`src/rtl/aes_spi_cmd_slave.sv`:
```
// aes_spi_cmd_slave: command-based SPI mode-0 slave front-end for the AES
// cores. sclk/cs_n/mosi are oversampled in the clk domain.
module aes_spi_cmd_slave #(
  parameter int NK = 4,
  parameter int SYNC_STAGES = 2
) (
  input  logic             clk,
  input  logic             rst,
  input  logic             sclk,
  input  logic             cs_n,
  input  logic             mosi,
  output logic             miso,
  output logic             miso_oe,
  output logic             core_start,
  output logic             core_mode,
  output logic [127:0]     core_data,
  output logic [32*NK-1:0] core_key,
  input  logic             core_done,
  input  logic [127:0]     core_result,
  output logic             busy
);
  localparam int KW  = 32 * NK;
  localparam int TOT = 128 + KW;
  localparam int CW  = $clog2(TOT);
  localparam logic [CW-1:0] LOAD_LAST = CW'(TOT - 1);
  localparam logic [CW-1:0] RD_LAST   = CW'(135);
  localparam logic [CW-1:0] RD_END    = CW'(136);

  typedef enum logic [2:0] {
    IDLE, CMD, LOAD, START, READ, DRAIN
  } state_t;

  state_t                 state;
  logic [SYNC_STAGES-1:0] sclk_q, cs_q, mosi_q;
  logic                   sclk_d, cs_d;
  logic                   sclk_s, cs_s, bit_in;
  logic                   rise, fall, cs_fall;
  logic [6:0]             cmd_sh;
  logic [7:0]             cmd;
  logic [CW-1:0]          cnt;
  logic [TOT-1:0]         sh;
  logic [127:0]           result;
  logic                   rv, err, pend_mode, got;
  logic [7:0]             status;

  always_ff @(posedge clk or posedge rst) begin
    if (rst) begin
      sclk_q <= '0;
      cs_q   <= '1;
      mosi_q <= '0;
      sclk_d <= 1'b0;
      cs_d   <= 1'b1;
    end else begin
      sclk_q <= {sclk_q[SYNC_STAGES-2:0], sclk};
      cs_q   <= {cs_q[SYNC_STAGES-2:0], cs_n};
      mosi_q <= {mosi_q[SYNC_STAGES-2:0], mosi};
      sclk_d <= sclk_s;
      cs_d   <= cs_s;
    end
  end

  assign sclk_s  = sclk_q[SYNC_STAGES-1];
  assign cs_s    = cs_q[SYNC_STAGES-1];
  assign bit_in  = mosi_q[SYNC_STAGES-1];
  assign rise    = sclk_s & ~sclk_d;
  assign fall    = ~sclk_s & sclk_d;
  assign cs_fall = ~cs_s & cs_d;
  assign cmd     = {cmd_sh, bit_in};
  assign status  = {busy, rv, err, core_mode, 4'b0};
  assign got     = core_done & busy;

  always_ff @(posedge clk or posedge rst) begin
    if (rst) begin
      state      <= IDLE;
      miso       <= 1'b0;
      miso_oe    <= 1'b0;
      core_start <= 1'b0;
      core_mode  <= 1'b0;
      core_data  <= '0;
      core_key   <= '0;
      busy       <= 1'b0;
      cmd_sh     <= '0;
      cnt        <= '0;
      sh         <= '0;
      result     <= '0;
      rv         <= 1'b0;
      err        <= 1'b0;
      pend_mode  <= 1'b0;
    end else begin
      core_start <= 1'b0;
      miso_oe    <= ~cs_s;
      if (got) begin
        result <= core_result;
        busy   <= 1'b0;
        rv     <= 1'b1;
      end
      unique case (state)
        IDLE: begin
          if (cs_fall) begin
            state <= CMD;
            cnt   <= '0;
          end else if (!cs_s && rise) begin
            state <= DRAIN;
          end
        end
        CMD: begin
          if (cs_s) begin
            state <= IDLE;
            err   <= 1'b1;
          end else if (rise) begin
            cmd_sh <= cmd[6:0];
            cnt    <= cnt + 1'b1;
            if (cnt[2:0] == 3'd7) begin
              cnt <= '0;
              unique case (1'b1)
                cmd == 8'h03: begin
                  state <= READ;
                  sh    <= {status, rv ? result : 128'b0,
                            {(TOT-136){1'b0}}};
                end
                (cmd == 8'h01 || cmd == 8'h02) && !busy: begin
                  state     <= LOAD;
                  pend_mode <= cmd[0];
                end
                default: begin
                  state <= DRAIN;
                  err   <= 1'b1;
                end
              endcase
            end
          end
        end
        LOAD: begin
          if (cs_s) begin
            state <= IDLE;
            err   <= 1'b1;
          end else if (rise) begin
            sh  <= {sh[TOT-2:0], bit_in};
            cnt <= cnt + 1'b1;
            if (cnt == LOAD_LAST) state <= START;
          end
        end
        START: begin
          core_data  <= sh[TOT-1:KW];
          core_key   <= sh[KW-1:0];
          core_mode  <= pend_mode;
          core_start <= 1'b1;
          busy       <= 1'b1;
          rv         <= 1'b0;
          state      <= IDLE;
        end
        READ: begin
          if (cs_s) begin
            state <= IDLE;
            miso  <= 1'b0;
          end else if (fall) begin
            miso <= sh[TOT-1];
            sh   <= {sh[TOT-2:0], 1'b0};
            if (cnt != RD_END) cnt <= cnt + 1'b1;
            // a result landing on the final fall must survive the clear
            if (cnt == RD_LAST) begin
              err <= 1'b0;
              if (!got) rv <= 1'b0;
            end
          end
        end
        DRAIN: begin
          if (cs_s) state <= IDLE;
        end
        default: state <= IDLE;
      endcase
    end
  end
endmodule

```
`config.mk`:
```
export PLATFORM = sky130hd
export DESIGN_NAME = aes_spi_cmd_slave
export DESIGN_NICKNAME = d
export VERILOG_FILES = /design/src/rtl/aes_spi_cmd_slave.sv
export SDC_FILE = /design/constraint.sdc
export NUM_CORES = 1
export LEC_CHECK = 0
export ABC_AREA = 1
export BUFFER_PORTS_ARGS = -buffer_cell sky130_fd_sc_hd__buf_2
export CAP_MARGIN = 20
export CORE_UTILIZATION = 43
export CTS_CLUSTER_DIAMETER = 50
export DETAILED_ROUTE_END_ITERATION = 12
export REMOVE_ABC_BUFFERS = 1
export SLEW_MARGIN = 40
export SYNTH_ARGS = -nofsm -noshare
export SYNTH_HDL_FRONTEND = slang
export SYNTH_SLANG_ARGS = --single-unit
```
`constraint.sdc`:
```
create_clock -name clk -period 36.9 [get_ports clk]
set_clock_uncertainty 0.05 [all_clocks]
set_input_delay 11.07 -clock clk [delete_from_list [all_inputs] [get_ports clk]]
set_output_delay 11.07 -clock clk [all_outputs]
set_load 0.01 [all_outputs]
```
Yosys cells after proc, flatten, opt, wreduce, memory -nomap -nowiden
Index checks and enable logic that the tools add are counted.
Word-level totals
  input port bits: 134
  register bits: 674
Cells by class
  $add $sub $neg: 1
  multiplexer cells: 51
  bitwise gates (word level): 7
  reductions and logical operators: 19
  equality and inequality tests: 31
Operator list (number)
  2-to-1 mux 256 bit: 8
  one-hot mux 256 bit (3 select lines): 1
  2-to-1 mux 128 bit: 1
  2-to-1 mux 8 bit: 9
  one-hot mux 8 bit (4 select lines): 1
  2-to-1 mux 3 bit: 9
  inequality test 2 bit (second input constant): 12
  2-to-1 mux 1 bit: 18
  inequality test 3 bit (second input constant): 6
  AND reduction 9 bit: 2
  == test 8 x 2 -> 1 bit (second input constant): 2
  == test 8 bit (second input constant): 2
  one-hot mux 3 bit (4 select lines): 1
  == test 3 bit (second input constant): 3
  adder 8 x 1 -> 8 bit (second input constant): 1
  == test 8 x 1 -> 1 bit (second input constant): 1
  inequality test 8 bit (second input constant): 1
  AND reduction 8 bit: 1
  == test 3 x 2 -> 1 bit (second input constant): 2
  one-hot mux 3 bit (2 select lines): 1
  AND reduction 6 bit: 1
  AND reduction 5 bit: 1
  bitwise AND 1 bit: 4
  nonzero test 2 bit: 2
  other kinds (14): 19

Depth between registers and ports, before layout
Gate-level depths: netlist of the first run.
  depth in word-level cells: 9
  mapped depth: 11
  depth with buffers taken out: 10

Worst setup path before layout of the first run
Ideal clock, no wire load.
  kind: input port to flip-flop
  start point: input port core_done
  end point: register result[0]
  buffers on the path: 2
  required time: 36725 ps
  data arrival time: 12202 ps
  stages: 4
  slack: 24523 ps
  library setup time: 125 ps
  cells stage by stage: nand2_1 > clkbuf_1 > buf_1 > mux2_2
Between the ends
  cells in the longest elaborated chain, start to end: 1
RTL lines
  from (decl): RTL line 18  | input logic core_done,
  bitwise AND 1 bit: RTL line 70  | assign got = core_done & busy;
  to (signal assigned): RTL line 93  | result <= core_result;
  to (decl): RTL line 42  | logic [127:0] result;
Every way passes these cells.
A chain may end at the register's enable or synchronous reset.

==> results by group, run 1 <==
Finish
  – Area grow syn2layout: 18.76%
  – Register area: 0.01687 mm2
  – Ratio of cells with drive above 1 in the final layout: 19.40%
  – Area of the multi-input gates: 0.01005 mm2
  – Filler cell count in the final layout: 6,151
  – Fin nets: 3,724

Route
  – Drt wl/cell: 16.33 um
  – Vias per cell: 4.951
  – Via count: 22,340
  – Pre-Repair DR Iteration Count: 5
  – Initial DRC Count: 1,933
  – ANT nets after route: 0
  – Post-Route WL: 73,670 um
  – Post-route DRC: 0

Timing
  – Crit path time final: 13.47 ns
  – Upper clock frequency limit: 74.26 MHz
  – Actual slew at the worst max-slew pin: 0.8184 ns
  – Max-slew violation count: 0
  – Worst slew margin: 45.44%
  – Period Utilization, post-route: 36.50%
  – Setup Viol. Count Final: 0
  – Final Hold Viols: 0
  – RSZ-0062 raised after global routing: false
  – Setup TNS: 0 ns

CTS
  – Clk Latency, worst-skew pair: 0.61 ns
  – Number of gates resized after CTS: 0
  – CTS clk-pin slew, worst paths: 0.06 ns
  – CTS sink cnt: 674
  – Postcts setup bufs: 0
  – CTS Root Cell: clkbuf_16
  – CTS Hold Bufs: 0
  – CTS tree: built
  – Clock Tree Buf Depth: 3
  – Num CTS Buffers: 82
  – CTS H-Tree Depth: 3

Worst hold path
  – Hold depth: 0
  – Hold Startpoint: sclk_q[0]$_DFF_PP0_
  – Hold crit path type: flip-flop to flip-flop
  – Worst hold endpoint: sclk_q[1]$_DFF_PP0_

Setup path
  – Most frequent CP cell: buf_6
  – Worst r2r path cells: 9
  – Crit path cell chain: buf_2 -> inv_8 -> buf_6 -> buf_6 -> buf_6 -> buf_4
  – Critical path class: primary input to async pin
  – CP max stage cell: buf_4
  – R2r setup slk: 33.33 ns
  – CP Capture Type: async pin
  – CP Data Arrival Time: 14.10 ns
  – CP Launch Type: primary input
  – Crit Path Max Fanout: 86
  – FF-to-FF End: sh[206]$_DFFE_PP0P_
  – RR Startpoint: cnt[0]$_DFFE_PP0P_
  – Slowest stage delay, CP: 0.65 ns
  – Critical Path RT: 37.53 ns

Global routing
  – Largest net degree at the start of global routing: 191
  – GRT met3 Usage: 3.896%
  – Antenna violations before repair: 11
  – Grt met2 use: 33.45%
  – Gr usage total: 22.01%
  – GR Util met1: 32.30%
  – Vias in the first global route: 21,080
  – GR peak layer: met2
  – Grt total ovfl: 0
  – First-pass GRT wire length: 117,600 um

Yosys
  – Cell area after synthesis: 0.02838 mm2
  – Post-synthesis adder-cell area fraction: 0.1323%
  – Sequential share of the synthesized area: 59.45%
  – Synthesized area per cell: 8.662 um2
  – XOR/XNOR Fraction of Synth Area: 0.03086%
  – Synthesized flop and latch total: 674
  – Unique cell type count in the Yosys netlist: 26
  – Mux cell area share after synthesis: 5.079%
  – Area fraction in compound gates after synthesis: 2.853%
  – YS warnings: 0
  – Gate Count Post-Synth: 3,276
  – Largest family of logic cells by synthesized area: simple AND/OR/NAND/NOR gates
  – Synth Area in Simple Gates: 27.11%

Status
  – Status: completed

Power and ir drop
  – Maximum vdd ir drop: 0.00008455 V
  – Total Power: 2.826 mW
  – P per Cell Area: 83.86 mW/mm2
  – Leakage power: 18.24 nW

Placement
  – IO Port Bufs: 394
  – Gpl congestion: 0.7993
  – DP Wirelength: 43,610 um

Die
  – Cell Rows: 93
  – I/O pin count: 395
  – Die Wd: 258.9 um
  – Core ar.: 0.06481 mm2
  – Die area: 0.06702 mm2
  – Initial cell density of the core: 43.78%
  – DIE HEIGHT: 258.9 um

Flow run
  – Maxcap violations: 0
-- power by group --
group | leakage (nW) | switching [mW] | internal, mW | total (mW)
Clock | 1.33 | 0.324 | 0.475 | 0.799
Sequential | 8.99 | 0.135 | 0.938 | 1.07
Combinational | 7.91 | 0.672 | 0.282 | 0.954
Total | 18.2 | 1.13 | 1.70 | 2.83
-- cells in the final DEF (no fill, tap or decap), drive strengths merged --
master    instances
nand2          1508
o21ai           150
a21boi            1
inv             173
buf             425
o21bai            1
ha                3
clkbuf          115
a21oi             8
dfstp             3
dfrtp           671
mux2            128
nor3b             1
diode             3
nand3b            1
nor2            153
clkinvlp          5
nor3              1
bufinv            4
nand3           276
nand4             6
clkinv           20
xor2              1
-- routing by layer --
layer | part of all wire [%] | vias up | routed length (um)
met1 | 47 | 10840 | 34670
li1 | - | 10840 | -
met5 | 0.18 | - | 129
met2 | 45 | 527 | 33230
met3 | 5.9 | 107 | 4355
met4 | 1.7 | 18 | 1289
-- per-stage QoR --
step	instances	util, %	hold slack (ns)	setup slack, ns	area [um2]
finish	4512	52.00	0.3141	23.43	33700
global route	4509	51.99	0.3318	22.87	33690
global placement	4355	47.56	0.2849	21.83	30830
CTS	4507	51.89	0.3207	23.00	33630
detailed placement	4356	47.70	0.2940	22.32	30920
floorplan	3078	-	0.2812	6.892	27480
-- worst max-delay path by stage --
stage               depth (start not counted)  slack (ns)                        end  from
floorplan                                   1        6.89           busy$_DFFE_PP0P_   rst
global placement                            6       21.83     result[19]$_DFFE_PP0P_   rst
detailed placement                          6       22.32     result[19]$_DFFE_PP0P_   rst
CTS                                         6       23.00     result[19]$_DFFE_PP0P_   rst
global route                                6       22.87     result[19]$_DFFE_PP0P_   rst
finish                                      6       23.43  core_data[32]$_DFFE_PP0P_   rst
-- cell usage after synthesis --
cell type,number,share of area (%)
nand4_1,6,0.13
inv_1,158,2.1
buf_4,1,0.026
mux2_2,128,5.1
dfrtp_1,671,59
xor2_1,1,0.031
nor3_2,1,0.035
nor3b_1,1,0.026
o21bai_1,1,0.026
nand3_1,274,4.8
a21boi_2,1,0.040
nand2_2,1,0.022
nor2_1,152,2.0
o21ai_0,49,0.86
o21ai_1,101,1.8
a21oi_1,8,0.14
nor2_2,1,0.022
dfstp_2,3,0.28
buf_2,117,2.1
ha_1,3,0.13
inv_2,8,0.11
nand3b_1,1,0.026
buf_1,14,0.19
clkbuf_1,66,0.87
nand2_1,1507,20
nand3_2,2,0.071
-- cells by family after synthesis --
family	Yosys count
AND/OR/NAND/NOR	1946
flip-flops	674
buffers and inverters	364
AO/OA/AOI/OAI	160
multiplexers	128
adder cells (fa/ha/maj)	3
XOR/XNOR	1
-- worst max-delay path, delay by kind of cell --
family                 cells  cell delay (ns)
buffers and inverters      6             2.90
-- sequential cells by signal, indices dropped and copies added (netlist names), 2 cells and up --
name / cells
sh: 256
core_data: 128
core_key: 128
result: 128
cnt: 8
cmd_sh: 7
state: 3
cs_q: 2
mosi_q: 2
sclk_q: 2
-- layout make-up --
type | count | share of cell area (%)
Tap cell | 855 | 3.174
Clock buffer | 115 | 6.935
Antenna cell | 3 | 0.02228
Timing Repair Buffer | 425 | 6.950
Sequential cell | 674 | 50.06
Multi-Input combinational cell | 2238 | 29.82
Inverter | 166 | 1.916
Clock inverter | 36 | 1.129
Note: power is estimated with default switching activity, not from simulation.
==> inputs of run 2 (changes only) <==
--- a/config.mk
+++ b/config.mk
@@ -5,12 +5,13 @@
 export SDC_FILE = /design/constraint.sdc
 export NUM_CORES = 1
 export LEC_CHECK = 0
-export ABC_AREA = 1
+export ABC_AREA = 0
 export BUFFER_PORTS_ARGS = -buffer_cell sky130_fd_sc_hd__buf_2
 export CAP_MARGIN = 20
 export CORE_UTILIZATION = 43
 export CTS_CLUSTER_DIAMETER = 50
 export DETAILED_ROUTE_END_ITERATION = 12
+export PLACE_DENSITY = 0.65
 export REMOVE_ABC_BUFFERS = 1
 export SLEW_MARGIN = 40
 export SYNTH_ARGS = -nofsm -noshare
==> constraint.sdc (replaced) <==
create_clock -name clk -period 10.9 [get_ports clk]
set_clock_uncertainty 0.05 [all_clocks]
set_input_delay 3.27 -clock clk [delete_from_list [all_inputs] [get_ports clk]]
set_output_delay 3.27 -clock clk [all_outputs]
set_load 0.01 [all_outputs]
==> run 2 against run 1 <==
Against the previous run:
- cell area shrank 4.2%
- sequential share of layout area grew 2.2 points
- register-to-register slack lost 26 ns
- clock power grew to 3.4 times the previous value
- final cell count shrank 11%
- critical path depth shrank 2
- worst setup slack lost 17 ns
- critical path type unchanged
- critical endpoint is now result[22]$_DFFE_PP0P_
- largest cell class unchanged
==> results by group, run 2 <==
Status
  – Status: completed

Timing
  – Worst slew margin: 45.22%
  – Upper clock frequency limit: 209.9 MHz
  – RSZ-0062 raised after global routing: false
  – Actual slew at the worst max-slew pin: 0.8217 ns
  – Hold slack: 0.3051 ns
  – Final WS setup: 6.136 ns
  – Setup Viol. Count Final: 0
  – Crit path time final: 4.764 ns
  – Setup TNS: 0 ns
  – Period Utilization, post-route: 43.71%
  – Max-slew violation count: 0
  – Final Hold Viols: 0

Yosys
  – Most used flip-flop cell after synthesis: dfrtp_1
  – Synthesized flop and latch total: 674
  – Synth area leaders: dfrtp_1 62%, nand2_1 16%, mux2_2 5.7%
  – YS warnings: 0
  – Most common library cells after synthesis: 1,169 x nand2_1, 671 x dfrtp_1, 258 x nand3_1
  – EDFF count, synth: 0
  – Post-synth top area cell: dfrtp_1
  – Top-count cell post-synth: nand2_1
  – Yosys top cell area share: 62.22%
  – Synthesized area per cell: 9.665 um2
  – Fraction of registers with async set/reset: 100.0%
  – Unique cell type count in the Yosys netlist: 47
  – Sequential share of the synthesized area: 62.51%
  – Gate Count Post-Synth: 2,792
  – Cell area after synthesis: 0.02699 mm2

CTS
  – CTS Hold Bufs: 0
  – Postcts setup bufs: 0
  – CTS Root Cell: clkbuf_16
  – CTS tree: built
  – Num CTS Buffers: 82
  – CTS sink cnt: 674
  – Number of gates resized after CTS: 0
  – CTS clk-pin slew, worst paths: 0.06 ns
  – Clk Latency, worst-skew pair: 0.63 ns
  – Clock Tree Buf Depth: 3
  – CTS H-Tree Depth: 3

Placement
  – IO Port Bufs: 394
  – DP Wirelength: 41,500 um
  – Dpl ws: 5.346 ns
  – Gpl congestion: 0.8088
  – Post-DP Area: 0.02945 mm2

Power and ir drop
  – Sequential Power Share: 44.6%
  – Maximum vdd ir drop: 0.0001579 V
  – Leakage power: 17.02 nW
  – Switching Share: 33.76%
  – Net Switching: 2.917 mW
  – Power share of the clock group: 31.5%
  – P per Cell Area: 267.7 mW/mm2
  – Comb pwr share: 23.9%
  – Internal: 5.724 mW

Finish
  – Ratio of cells with drive above 1 in the final layout: 22.39%
  – Most frequent cells in the layout: 1,167 x nand2_1, 670 x dfrtp_1, 394 x buf_2
  – Post-Route Utilization: 52.20%
  – Largest register FFs: 256
  – Commonest non-fill, non-tap cell in the layout: nand2_1
  – Filler cell count in the final layout: 5,637
  – Area grow syn2layout: 19.59%
  – Post-layout instance area: 0.03227 mm2
  – Largest Register: sh
  – Fin nets: 3,243

Setup path
  – CP delay by family, top: buffers and inverters
  – CP Capture Type: async pin
  – Crit path cell chain: buf_2 -> inv_12 -> buf_4 -> buf_4
  – CP Data Arrival Time: 5.37 ns
  – Critical path class: primary input to async pin
  – CP Launch Type: primary input
  – Most frequent CP cell: buf_4
  – Slowest stage delay, CP: 0.70 ns
  – CP max stage cell: buf_4
  – Critical Path RT: 11.51 ns
  – Crit Path Max Fanout: 142
  – Crit path buffers/inverters: 4

Global routing
  – Largest net degree at the start of global routing: 212
  – Gr usage total: 21.64%
  – Grt total ovfl: 0
  – Vias in the first global route: 20,440
  – First-pass GRT wire length: 110,200 um
  – Antenna violations before repair: 10

Route
  – Post-Route WL: 68,980 um
  – Initial DRC Count: 1,571
  – Pre-Repair DR Iteration Count: 5
  – Via count: 20,710
  – ANT nets after route: 0
  – Drt wl/cell: 17.19 um
  – Vias per cell: 5.162
  – Post-route DRC: 0

Die
  – Core ar.: 0.06183 mm2
  – Die area: 0.06376 mm2
  – Die Wd: 252.5 um
  – DIE HEIGHT: 252.5 um
  – Initial cell density of the core: 43.65%
  – I/O pin count: 395
  – Cell Rows: 91

Flow run
  – Maxcap violations: 0

Worst hold path
  – Hold crit path type: flip-flop to flip-flop
==> run 2: cell types whose count changed in the layout (fill, tap and decap cells not counted), moves of 9 or more <==
cell / delta
nand2_1: -337
mux2_2: +9
o21ai_0: -39
o21ai_1: -95
nand3_1: -16
inv_1: -148
a31oi_1: +135
==> run 2: cell type report <==
type | instances | area [um2] | area share [%]
inverter | 10 | 57.56 | 0.1783
tap | 837 | 1047 | 3.245
clock inverter | 39 | 446.7 | 1.384
clock buffer | 110 | 2298 | 7.122
sequential | 674 | 16870 | 52.28
multi-input combinational | 1917 | 9218 | 28.56
antenna | 4 | 10.01 | 0.03101
timing repair buffer | 421 | 2322 | 7.195
==> run 2: cell families (layout without fill, tap and decap cells) <==
| group | after synthesis | count (layout) | share of synthesized area [%] |
|---|---|---|---|
| compound gates | 175 | 175 | 4.145 |
| xor+xnor | 2 | 2 | 0.06492 |
| fa+ha+maj | 3 | 3 | 0.1391 |
| buf+inv | 201 | 580 | 3.575 |
| flops | 674 | 674 | 62.51 |
| mux | 137 | 137 | 5.717 |
| other cells | 0 | 4 | 0 |
| simple gates | 1600 | 1600 | 23.85 |
==> run 2: worst paths after layout <==
path / startpoint / endpoint / slack, ns / depth (start not counted)
setup / recovery: rst / result[22]$_DFFE_PP0P_ / 6.14 / 4
hold / removal: sclk_q[0]$_DFF_PP0_ / sclk_q[1]$_DFF_PP0_ / 0.31 / 0
setup reg to reg: cnt[0]$_DFFE_PP0P_ / sh[102]$_DFFE_PP0P_ / 7.42 / 10
hold reg to reg: sclk_q[0]$_DFF_PP0_ / sclk_q[1]$_DFF_PP0_ / 0.31 / 0
max in group clk: busy$_DFFE_PP0P_ / busy / 6.24 / 1
min in group asynchronous: rst / core_key[24]$_DFFE_PP0P_ / 2.74 / 2
==> run 2: per-stage QoR <==
stage / instances / power, mW
2_1_floorplan: 2601 / 5.305
3_3_place_gp: 3854 / 5.851
3_5_place_dp: 3857 / 5.959
4_1_cts: 4006 / 8.725
5_1_grt: 4011 / 9.143
6_report: 4012 / 8.641
==> run 2: worst reg2reg max path, stage by stage (launching register included) <==
cell      delay, ns
dfrtp_1        0.46
ha_1           0.25
ha_1           0.28
and3_1         0.19
nand4_1        0.21
a221oi_4       0.35
buf_4          0.32
buf_12         0.29
buf_6          0.66
nand3_1        0.25
nand2_1        0.10
==> run 2: power by group through the flow <==
stage / registers [mW] / clock network (mW) / logic (mW)
2_1_floorplan: 3.86 / 0 / 1.45
4_1_cts: 3.85 / 2.79 / 2.09
5_1_grt: 3.95 / 2.89 / 2.31
3_5_place_dp: 3.88 / 0 / 2.08
3_3_place_gp: 3.85 / 0 / 2.00
6_report: 3.85 / 2.72 / 2.07
==> run 2: routing by layer <==
layer  GRT usage, %  part of all wire [%]  up-vias
met5              0                  0.12        -
met4          7.671                   2.2       12
met3          4.480                   6.7       99
met2          34.44                    47      658
met1          29.37                    44    10200
li1               -                     -     9737
==> inputs of run 3 (changes only) <==
--- a/config.mk
+++ b/config.mk
@@ -11,7 +11,6 @@
 export CORE_UTILIZATION = 43
 export CTS_CLUSTER_DIAMETER = 50
 export DETAILED_ROUTE_END_ITERATION = 12
-export PLACE_DENSITY = 0.65
 export REMOVE_ABC_BUFFERS = 1
 export SLEW_MARGIN = 40
 export SYNTH_ARGS = -nofsm -noshare
==> constraint.sdc (replaced) <==
create_clock -name clk -period 4.6 [get_ports clk]
set_clock_uncertainty 0.05 [all_clocks]
set_input_delay 1.38 -clock clk [delete_from_list [all_inputs] [get_ports clk]]
set_output_delay 1.38 -clock clk [all_outputs]
set_load 0.01 [all_outputs]
==> run 3 against run 2 <==
Against the previous run:
- non-clock buffer count is 12 higher
- global-route usage is 0.11 points higher
- clock power is 150% higher
- first-iteration DRC count is 4.5% lower
- highest routed layer unchanged
- worst setup slack worse by 4.6 ns
- largest power group unchanged
- critical path depth is 5 higher
- largest cell class unchanged
- sequential power is 140% higher
==> results by group, run 3 (synthesis gave the netlist of run 2 again) <==
Timing
  – Final Hold Viols: 0
  – Upper clock frequency limit: 327.3 MHz
  – RSZ-0062 raised after global routing: false
  – Worst slew margin: 45.37%
  – Max-slew violation count: 0
  – Actual slew at the worst max-slew pin: 0.8195 ns
  – Crit path time final: 3.055 ns
  – Setup Viol. Count Final: 0
  – Period Utilization, post-route: 66.41%
  – Setup TNS: 0 ns

Setup path
  – RR Startpoint: cnt[0]$_DFFE_PP0P_
  – Worst r2r path cells: 9
  – CP delay by family, top: buffers and inverters
  – CP Launch Type: flip-flop
  – Slowest stage delay, CP: 0.45 ns
  – Crit path cell chain: ha_1 -> ha_1 -> and3_1 -> nand4_1 -> a221oi_4 -> buf_12 -> buf_16 -> nor2_1 -> a31oi_1
  – FF-to-FF End: sh[231]$_DFFE_PP0P_
  – Most frequent CP cell: ha_1
  – CP max stage cell: dfrtp_1
  – R2r setup slk: 1.55 ns
  – Critical Path RT: 5.08 ns
  – CP Data Arrival Time: 3.54 ns
  – Critical path class: flip-flop to flip-flop
  – CP Capture Type: flip-flop
  – Crit path buffers/inverters: 2
  – Crit Path Max Fanout: 126

Finish
  – Largest Register: sh
  – Fin nets: 3,255
  – Largest register FFs: 256
  – Register area: 0.01687 mm2
  – Most frequent cells in the layout: 1,167 x nand2_1, 670 x dfrtp_1, 394 x buf_2
  – Post-Route Utilization: 52.67%
  – Commonest non-fill, non-tap cell in the layout: nand2_1
  – Area grow syn2layout: 20.67%
  – Area of the multi-input gates: 0.009215 mm2
  – Ratio of cells with drive above 1 in the final layout: 22.88%
  – Filler cell count in the final layout: 5,614

Power and ir drop
  – P per Cell Area: 636.0 mW/mm2
  – Maximum vdd ir drop: 0.0003613 V
  – Leakage power: 17.21 nW
  – Total Power: 20.71 mW

CTS
  – CTS Hold Bufs: 0
  – CTS sink cnt: 674
  – Clock Tree Buf Depth: 3
  – CTS Root Cell: clkbuf_16
  – CTS H-Tree Depth: 3
  – CTS clk-pin slew, worst paths: 0.06 ns
  – Number of gates resized after CTS: 0
  – Num CTS Buffers: 82
  – CTS tree: built
  – Clk Latency, worst-skew pair: 0.62 ns
  – Postcts setup bufs: 0

Die
  – Initial cell density of the core: 43.65%
  – Die Wd: 252.5 um
  – Core ar.: 0.06183 mm2
  – Cell Rows: 91
  – I/O pin count: 395
  – Die area: 0.06376 mm2
  – DIE HEIGHT: 252.5 um

Worst hold path
  – Worst hold endpoint: sclk_q[1]$_DFF_PP0_
  – Hold crit path type: flip-flop to flip-flop
  – Hold depth: 0
  – Hold Startpoint: sclk_q[0]$_DFF_PP0_

Route
  – Vias per cell: 5.094
  – Initial DRC Count: 1,500
  – Via count: 20,520
  – Post-Route WL: 68,930 um
  – Post-route DRC: 0
  – Pre-Repair DR Iteration Count: 5
  – ANT nets after route: 0
  – Drt wl/cell: 17.11 um

Global routing
  – First-pass GRT wire length: 110,900 um
  – Grt total ovfl: 0
  – Largest net degree at the start of global routing: 204
  – Gr usage total: 21.76%
  – Antenna violations before repair: 14
  – Vias in the first global route: 20,430

Placement
  – DP Wirelength: 42,940 um
  – IO Port Bufs: 394
  – Gpl congestion: 0.8352

Flow run
  – Maxcap violations: 0

Status
  – Status: completed
[run 3: changes by cell type in the layout (fill, tap and decap cells not counted), sizes merged]
cell,change
buf,+14
bufinv,+2
clkbuf,-1
clkinv,+6
clkinvlp,-7
diode,+1
inv,+1
[run 3: area by class of cell]
cell class	count	area share (%)
Antenna cell	5	0.03842
Clock buffer	111	7.262
Clock inverter	41	1.529
Inverter	10	0.1767
Multi-Input combinational cell	1917	28.30
Sequential cell	674	51.82
Tap cell	837	3.216
Timing Repair Buffer	433	7.662
[run 3: power by group]
group | internal (mW) | switching, mW | total [mW] | leakage (nW)
sequential | 7.74 | 1.35 | 9.08 | 8.75
combinational | 2.01 | 2.95 | 4.96 | 7.04
clock | 4.06 | 2.61 | 6.67 | 1.41
[run 3: worst max path at each step]
stage                       start                 endpoint  slack (ns)  cells after the start
2_1_floorplan  cnt[0]$_DFFE_PP0P_      sh[120]$_DFFE_PP0P_      -18.61                      6
3_3_place_gp            core_done  result[111]$_DFFE_PP0P_        1.69                      4
3_5_place_dp            core_done  result[109]$_DFFE_PP0P_        1.65                      4
4_1_cts        cnt[0]$_DFFE_PP0P_      sh[231]$_DFFE_PP0P_        1.67                      8
5_1_grt        cnt[0]$_DFFE_PP0P_      sh[237]$_DFFE_PP0P_        1.29                      9
6_report       cnt[0]$_DFFE_PP0P_      sh[231]$_DFFE_PP0P_        1.55                      9
[run 3: stage by stage]
step | worst slack [ns] | instance area, um2 | instances | hold WS [ns]
2_1_floorplan | -18.61 | 26060 | 2601 | 0.2812
3_3_place_gp | 1.689 | 29570 | 3867 | 0.2886
3_5_place_dp | 1.650 | 29630 | 3869 | 0.2909
4_1_cts | 1.671 | 32490 | 4021 | 0.3057
5_1_grt | 1.292 | 32560 | 4028 | 0.3132
6_report | 1.545 | 32560 | 4028 | 0.3033
[run 3: layer usage]
metal	up-vias	global-route usage, %	share of wire [%]
li1	9773	-	-
met1	10080	29.97	44
met2	533	33.86	47
met3	118	4.840	6.7
met4	18	7.671	2.5
met5	-	0	0.17
